==> src/rtl/mem_access.sv <==
// rtl/mem_access.sv - MEM pipeline stage: registered request/acknowledge data memory access
module mem_access #(
    parameter int TIMEOUT = 15
) (
    input  logic        clk,
    input  logic        rst,
    input  logic [4:0]  memALUop,
    input  logic [31:0] memAddr,
    input  logic [31:0] memReg,
    input  logic [4:0]  memWriteNum,
    input  logic        memWriteReg,
    input  logic [31:0] memWriteData,
    output logic        dmemReq,
    output logic        dmemWe,
    output logic [31:0] dmemAddr,
    output logic [3:0]  dmemBe,
    output logic [31:0] dmemWdata,
    input  logic [31:0] dmemRdata,
    input  logic        dmemAck,
    output logic        stallReq,
    output logic [4:0]  wbWriteNum,
    output logic        wbWriteReg,
    output logic [31:0] wbWriteData,
    output logic        misalign,
    output logic        busErr
);

    localparam logic [4:0] OP_LH  = 5'h11;
    localparam logic [4:0] OP_LW  = 5'h12;
    localparam logic [4:0] OP_LHU = 5'h14;
    localparam logic [4:0] OP_SH  = 5'h16;
    localparam logic [4:0] OP_SW  = 5'h17;

    // Last counter value still allowed to wait; the ack is checked before it, so ack wins.
    localparam logic [7:0] TO_LAST = 8'(TIMEOUT - 1);

    typedef enum logic [1:0] {IDLE, BUSY, DONE} state_t;

    state_t      state;
    logic [7:0]  cnt;
    logic [2:0]  op_q;
    logic [1:0]  lane_q;
    logic [31:0] load_buf;
    logic        aborted;

    logic        is_mem;
    logic        misal;
    logic        start;
    logic        nxt_we;
    logic [3:0]  nxt_be;
    logic [31:0] nxt_wdata;
    logic [7:0]  byte_sel;
    logic [15:0] half_sel;
    logic [31:0] load_ext;
    logic        is_load_q;

    assign is_mem    = (memALUop[4:3] == 2'b10);
    assign start     = is_mem && !misal;
    assign is_load_q = (op_q <= 3'd4);

    // Alignment rule: halves need an even address, words need a multiple of four.
    always_comb begin
        misal = 1'b0;
        case (memALUop)
            OP_LH, OP_LHU, OP_SH: misal = memAddr[0];
            OP_LW, OP_SW:         misal = |memAddr[1:0];
            default:              misal = 1'b0;
        endcase
    end

    // Bus encoding for the op currently offered by EX/MEM; loads read the whole word.
    always_comb begin
        nxt_we    = 1'b0;
        nxt_be    = 4'b1111;
        nxt_wdata = 32'h0;
        case (memALUop[2:0])
            3'd5: begin
                nxt_we    = 1'b1;
                nxt_be    = 4'b0001 << memAddr[1:0];
                nxt_wdata = {4{memReg[7:0]}};
            end
            3'd6: begin
                nxt_we    = 1'b1;
                nxt_be    = memAddr[1] ? 4'b1100 : 4'b0011;
                nxt_wdata = {2{memReg[15:0]}};
            end
            3'd7: begin
                nxt_we    = 1'b1;
                nxt_be    = 4'b1111;
                nxt_wdata = memReg;
            end
            default: ;
        endcase
    end

    // Lane select and sign/zero extension of the captured load word.
    always_comb begin
        byte_sel = load_buf[{lane_q, 3'b000} +: 8];
        half_sel = lane_q[1] ? load_buf[31:16] : load_buf[15:0];
        case (op_q)
            3'd0:    load_ext = {{24{byte_sel[7]}}, byte_sel};
            3'd1:    load_ext = {{16{half_sel[15]}}, half_sel};
            3'd3:    load_ext = {24'h0, byte_sel};
            3'd4:    load_ext = {16'h0, half_sel};
            default: load_ext = load_buf;
        endcase
    end

    // Stall and write-back selection; a stalled cycle presents a bubble to MEM/WB.
    always_comb begin
        stallReq    = ((state == IDLE) && start) || (state == BUSY);
        wbWriteNum  = memWriteNum;
        wbWriteReg  = memWriteReg;
        wbWriteData = memWriteData;
        if (state == DONE) begin
            if (is_load_q) wbWriteData = load_ext;
            if (aborted)   wbWriteReg  = 1'b0;
        end
        if ((state == IDLE) && is_mem && misal) wbWriteReg = 1'b0;
        if (stallReq) wbWriteReg = 1'b0;
    end

    // Transaction FSM with registered bus request and error pulses.
    always_ff @(posedge clk or negedge rst) begin
        if (!rst) begin
            state     <= IDLE;
            cnt       <= 8'h0;
            op_q      <= 3'h0;
            lane_q    <= 2'h0;
            load_buf  <= 32'h0;
            aborted   <= 1'b0;
            dmemReq   <= 1'b0;
            dmemWe    <= 1'b0;
            dmemAddr  <= 32'h0;
            dmemBe    <= 4'h0;
            dmemWdata <= 32'h0;
            misalign  <= 1'b0;
            busErr    <= 1'b0;
        end else begin
            misalign <= 1'b0;
            busErr   <= 1'b0;
            case (state)
                IDLE: begin
                    if (start) begin
                        dmemAddr  <= {memAddr[31:2], 2'b00};
                        dmemWe    <= nxt_we;
                        dmemBe    <= nxt_be;
                        dmemWdata <= nxt_wdata;
                        op_q      <= memALUop[2:0];
                        lane_q    <= memAddr[1:0];
                        dmemReq   <= 1'b1;
                        cnt       <= 8'h0;
                        aborted   <= 1'b0;
                        state     <= BUSY;
                    end else if (is_mem) begin
                        misalign <= 1'b1;
                    end
                end
                BUSY: begin
                    if (dmemAck) begin
                        load_buf <= dmemRdata;
                        dmemReq  <= 1'b0;
                        state    <= DONE;
                    end else if (cnt == TO_LAST) begin
                        dmemReq <= 1'b0;
                        aborted <= 1'b1;
                        busErr  <= 1'b1;
                        state   <= DONE;
                    end else begin
                        cnt <= cnt + 8'h1;
                    end
                end
                DONE:    state <= IDLE;
                default: state <= IDLE;
            endcase
        end
    end

endmodule

==> config.mk <==
export PLATFORM = sky130hd
export DESIGN_NAME = mem_access
export DESIGN_NICKNAME = d
export VERILOG_FILES = /design/src/rtl/mem_access.sv
export SDC_FILE = /design/constraint.sdc
export NUM_CORES = 1
export LEC_CHECK = 0
export CELL_PAD_IN_SITES_DETAIL_PLACEMENT = 0
export CELL_PAD_IN_SITES_GLOBAL_PLACEMENT = 1
export CORE_UTILIZATION = 50
export DETAILED_ROUTE_END_ITERATION = 6
export DONT_BUFFER_PORTS = 1
export GPL_TIMING_DRIVEN = 0
export PLACE_DENSITY = 0.81
export REMOVE_ABC_BUFFERS = 1
export SLEW_MARGIN = 10
export SYNTH_ARGS = -nofsm -noshare
export SYNTH_HDL_FRONTEND = slang
export SYNTH_SLANG_ARGS = --single-unit
==> constraint.sdc <==
create_clock -name clk -period 4.7 [get_ports clk]
set_input_delay 0.94 -clock clk [delete_from_list [all_inputs] [get_ports clk]]
set_output_delay 0.94 -clock clk [all_outputs]
set_load 0.05 [all_outputs]
==> impl_summary.log <==
[metrics] die outline width: 112 um
[metrics] post-CTS repair timing setup buffer count: 0
[metrics] Critical Path Start: lane_q[1]
[metrics] maximum number of pins on one net before global-route repair: 119
[metrics] standard-cell row count: 39
[metrics] setup slack of the worst register-to-register path: 2.33 ns
[metrics] Synthesis Warnings: 0
[metrics] clock sinks: 118
[metrics] floorplan core area: 0.0117 sq mm
[metrics] Synth top area share: 48.4%
[metrics] critical register-to-register path endpoint: dmemWdata[29]
[metrics] asr flop ratio synth: 100%
[metrics] number of global-route vias before repair: 4853
[metrics] clock tree from TritonCTS: built
[metrics] worst slew slack as a fraction of its limit: 24.6%
[metrics] initial antenna violation count: 1
[metrics] critical-path maximum fanout: 19
[metrics] worst path cell trace: inv_1 > o21a_1 > o32ai_1 > a21oi_1 > a221oi_2
[metrics] synthesized area per cell: 9.09 sq um
[metrics] worst path setup slack after routing: 0.273 ns
[metrics] wire length after detailed routing: 16100 um
[metrics] final standard cell count with taps included and fillers excluded: 803
[metrics] worst r2r path cells: 4
[metrics] largest area contributor in the netlist: dfrtp_1
[metrics] Power Total: 5.16 mW
[metrics] final critical-path share of the clock period: 94.2%
[metrics] input/output buffers: 0
[metrics] Worst Max-Slew Pin Slew: 1.13 ns
[metrics] First DRT Iteration DRCs: 251
[metrics] final hold violation count: 0
[metrics] number of enable flip-flop cells after synthesis: 0
[metrics] count of vias placed by the detailed router: 4817
[metrics] Setup WS pre-CTS: 0.773 ns
[metrics] area of the mapped netlist: 0.00610 sq mm
[metrics] Max Clk Rate: 0.226 GHz
[metrics] final critical path time including I/O delays and setup: 4.43 ns
[metrics] hold bufs inserted after CTS: 0
[metrics] arrival time at the worst endpoint: 3.49 ns
[metrics] total cell area at the placement stage: 0.00625 sq mm
[metrics] wire length of the first global-routing pass: 25400 um
[metrics] Initial Utilization: 52.3%
[metrics] class of the most critical hold timing path: input port to async pin
[metrics] synthesis-stage register bit count: 118
[metrics] fraction of final layout cells with drive strength greater than 1: 17.8%
[metrics] post-DR wirelength/cell: 20.1 um
[metrics] worst skew pair latency: 0.41 ns
[metrics] height of the die: 112 um
[metrics] crit path kind: flip-flop to output port
[metrics] startpoint of the worst register-to-register path: state[0]
[metrics] max-cap check violation count: 0
[metrics] Via density: 6.00
[metrics] number of placed instances, taps included: 770
[metrics] count of fill cells added during filler insertion: 1051
[metrics] critical path startpoint category: flip-flop
[metrics] longest individual stage delay on the worst path: 0.92 ns
[metrics] unrepaired setup endpoints after global routing: no
[metrics] number of clock buffers inserted by TritonCTS: 17
[metrics] Seq/Total Area, Yosys: 48.4%
[metrics] # IOs: 253
[metrics] global-route congestion overflow total: 0
[metrics] CP endpoint kind: output port
[metrics] Peak VDD IR: 0.381 mV
[metrics] Cells after Synth: 671
[metrics] cell types occupying the most area after synthesis: dfrtp_1 48%, nand2_1 9.4%, mux2_2 7.4%
[metrics] Detailed Routing Iterations Pass 1: 7
[metrics] half-perimeter wire length after detailed placement: 11300 um
[metrics] power density relative to cell area: 750 mW/mm^2
[metrics] overall track demand over capacity in global routing: 26.2%
[metrics] largest clock skew in the final design: 0.00788 ns
[metrics] die area: 0.0126 sq mm
[metrics] antenna-violating nets left: 0
[metrics] leakage power of the design: 3.13 nW
[metrics] GPL Wtd Cong: 0.835
[metrics] most frequently used flop master after synthesis: dfrtp_1
[metrics] Crit path required time: 3.76 ns
[metrics] cell with the biggest individual delay on the critical path: a221oi_2
[metrics] # setup viols final: 0
[metrics] final net count: 790
[metrics] post-detailed-route DRC marker count: 0
[metrics] outcome: finished clean
[metrics] Resized cells post-CTS: 0
[metrics] synthesis-to-layout area growth: 12.8%
[metrics] distinct cell type count of the synthesized netlist: 51
[metrics] level count of the clock H-tree: 4
[metrics] cell area after layout: 0.00688 sq mm
[metrics] Max Root-Sink Buffers: 2
[metrics] clock edge transition at the registers on the reported setup and hold paths: 0.05 ns
[metrics] clock root buffer: clkbuf_16
[metrics] max-slew violation count: 0
[worst max-delay path, delay by kind of cell (launching register included)]
kind | cells | cell delay, ns
AOI/OAI and AO/OA | 4 | 1.84
DFF | 1 | 0.81
buffers and inverters | 1 | 0.41
[synth_stat cells (all sizes together), types with 9 or more instances]
cell type,instances
and3,9
o21ai,22
a211oi,9
mux2i,10
dfrtp,118
nand2,153
a221oi,15
mux2,40
buf,32
or2,9
nand3,14
nor2,86
clkbuf,19
a21oi,53
[metrics by stage]
step / hold WS (ns) / TNS [ns] / util (%)
after floorplan: 0.450 / -2.18 / -
after global placement: 0.463 / -34.56 / 51.6
after detailed placement: 0.466 / 0 / 53.6
after CTS: 0.209 / 0 / 58.9
after global routing: 0.208 / 0 / 59.0
final: 0.217 / 0 / 59.0
[cell families (layout without fill, tap and decap cells)]
family	after synthesis	count (layout)	synth area share (%)
buffers and inverters	59	46	4.76
other	1	3	0.0615
multiplexers	51	51	9.40
AO/OA/AOI/OAI	140	140	15.8
XOR/XNOR	6	6	0.862
flip-flops	118	118	48.4
adder cells (fa/ha/maj)	2	2	0.410
AND/OR/NAND/NOR	294	294	20.3
[cells in the final DEF, fill, tap and decap left out, drive strengths merged, types with 8 or more instances in the layout]
master and count:
nor2 86, or2 9, a22o 8, clkinv 8, mux2 40, a21oi 53, a22oi 8, o32ai 8
dfrtp 118, a221oi 15, a211oi 9, nand3 14, mux2i 10, clkbuf 20, and3 9, o21ai 22
nand2 153
[how the worst max path moves through the flow]
| stage | cells after the start | slack [ns] | end |
|---|---|---|---|
| finish | 5 | 0.27 | wbWriteData[6] |
| global placement | 4 | -1.19 | wbWriteData[9] |
| CTS | 5 | 0.30 | wbWriteData[6] |
| floorplan | 4 | -0.16 | wbWriteData[10] |
| detailed placement | 5 | 0.77 | wbWriteData[6] |
| global route | 5 | 0.09 | wbWriteData[6] |
[where the power goes]
| group | total [mW] | leakage, nW | internal, mW | switching (mW) |
|---|---|---|---|---|
| Sequential | 2.38 | 1.47 | 1.35 | 1.03 |
| Clock | 1.33 | 0.302 | 0.873 | 0.458 |
| Combinational | 1.45 | 1.35 | 0.517 | 0.929 |
| Total | 5.16 | 3.13 | 2.74 | 2.41 |
[per-layer routing]
metal / track usage (%) / vias up / share of wire, %
met1: 31.5 / 2352 / 41
met3: 9.18 / 23 / 8.0
met4: 10.7 / 0 / 2.0
met5: 0 / - / 0
met2: 43.2 / 193 / 50
li1: - / 2249 / -
[flip-flops by register name (all words and copies together) (netlist names)]
register and count:
aborted 1, busErr 1, cnt 8, dmemAddr 30
dmemBe 4, dmemReq 1, dmemWdata 32, dmemWe 1
lane_q 2, load_buf 32, misalign 1, op_q 3
state 2
[layout make-up]
cell class	count	area, sq um	share of cell area [%]
diodes	1	2.50	0.0364
clock buffers	20	467	6.78
clock inverters	12	151	2.20
inverters	8	30.0	0.437
multi-input cells	495	2960	43.1
flip-flops and latches	118	2950	42.9
well taps	143	179	2.60
repair buffers	6	133	1.93
Power figures use the tool's default switching activity.
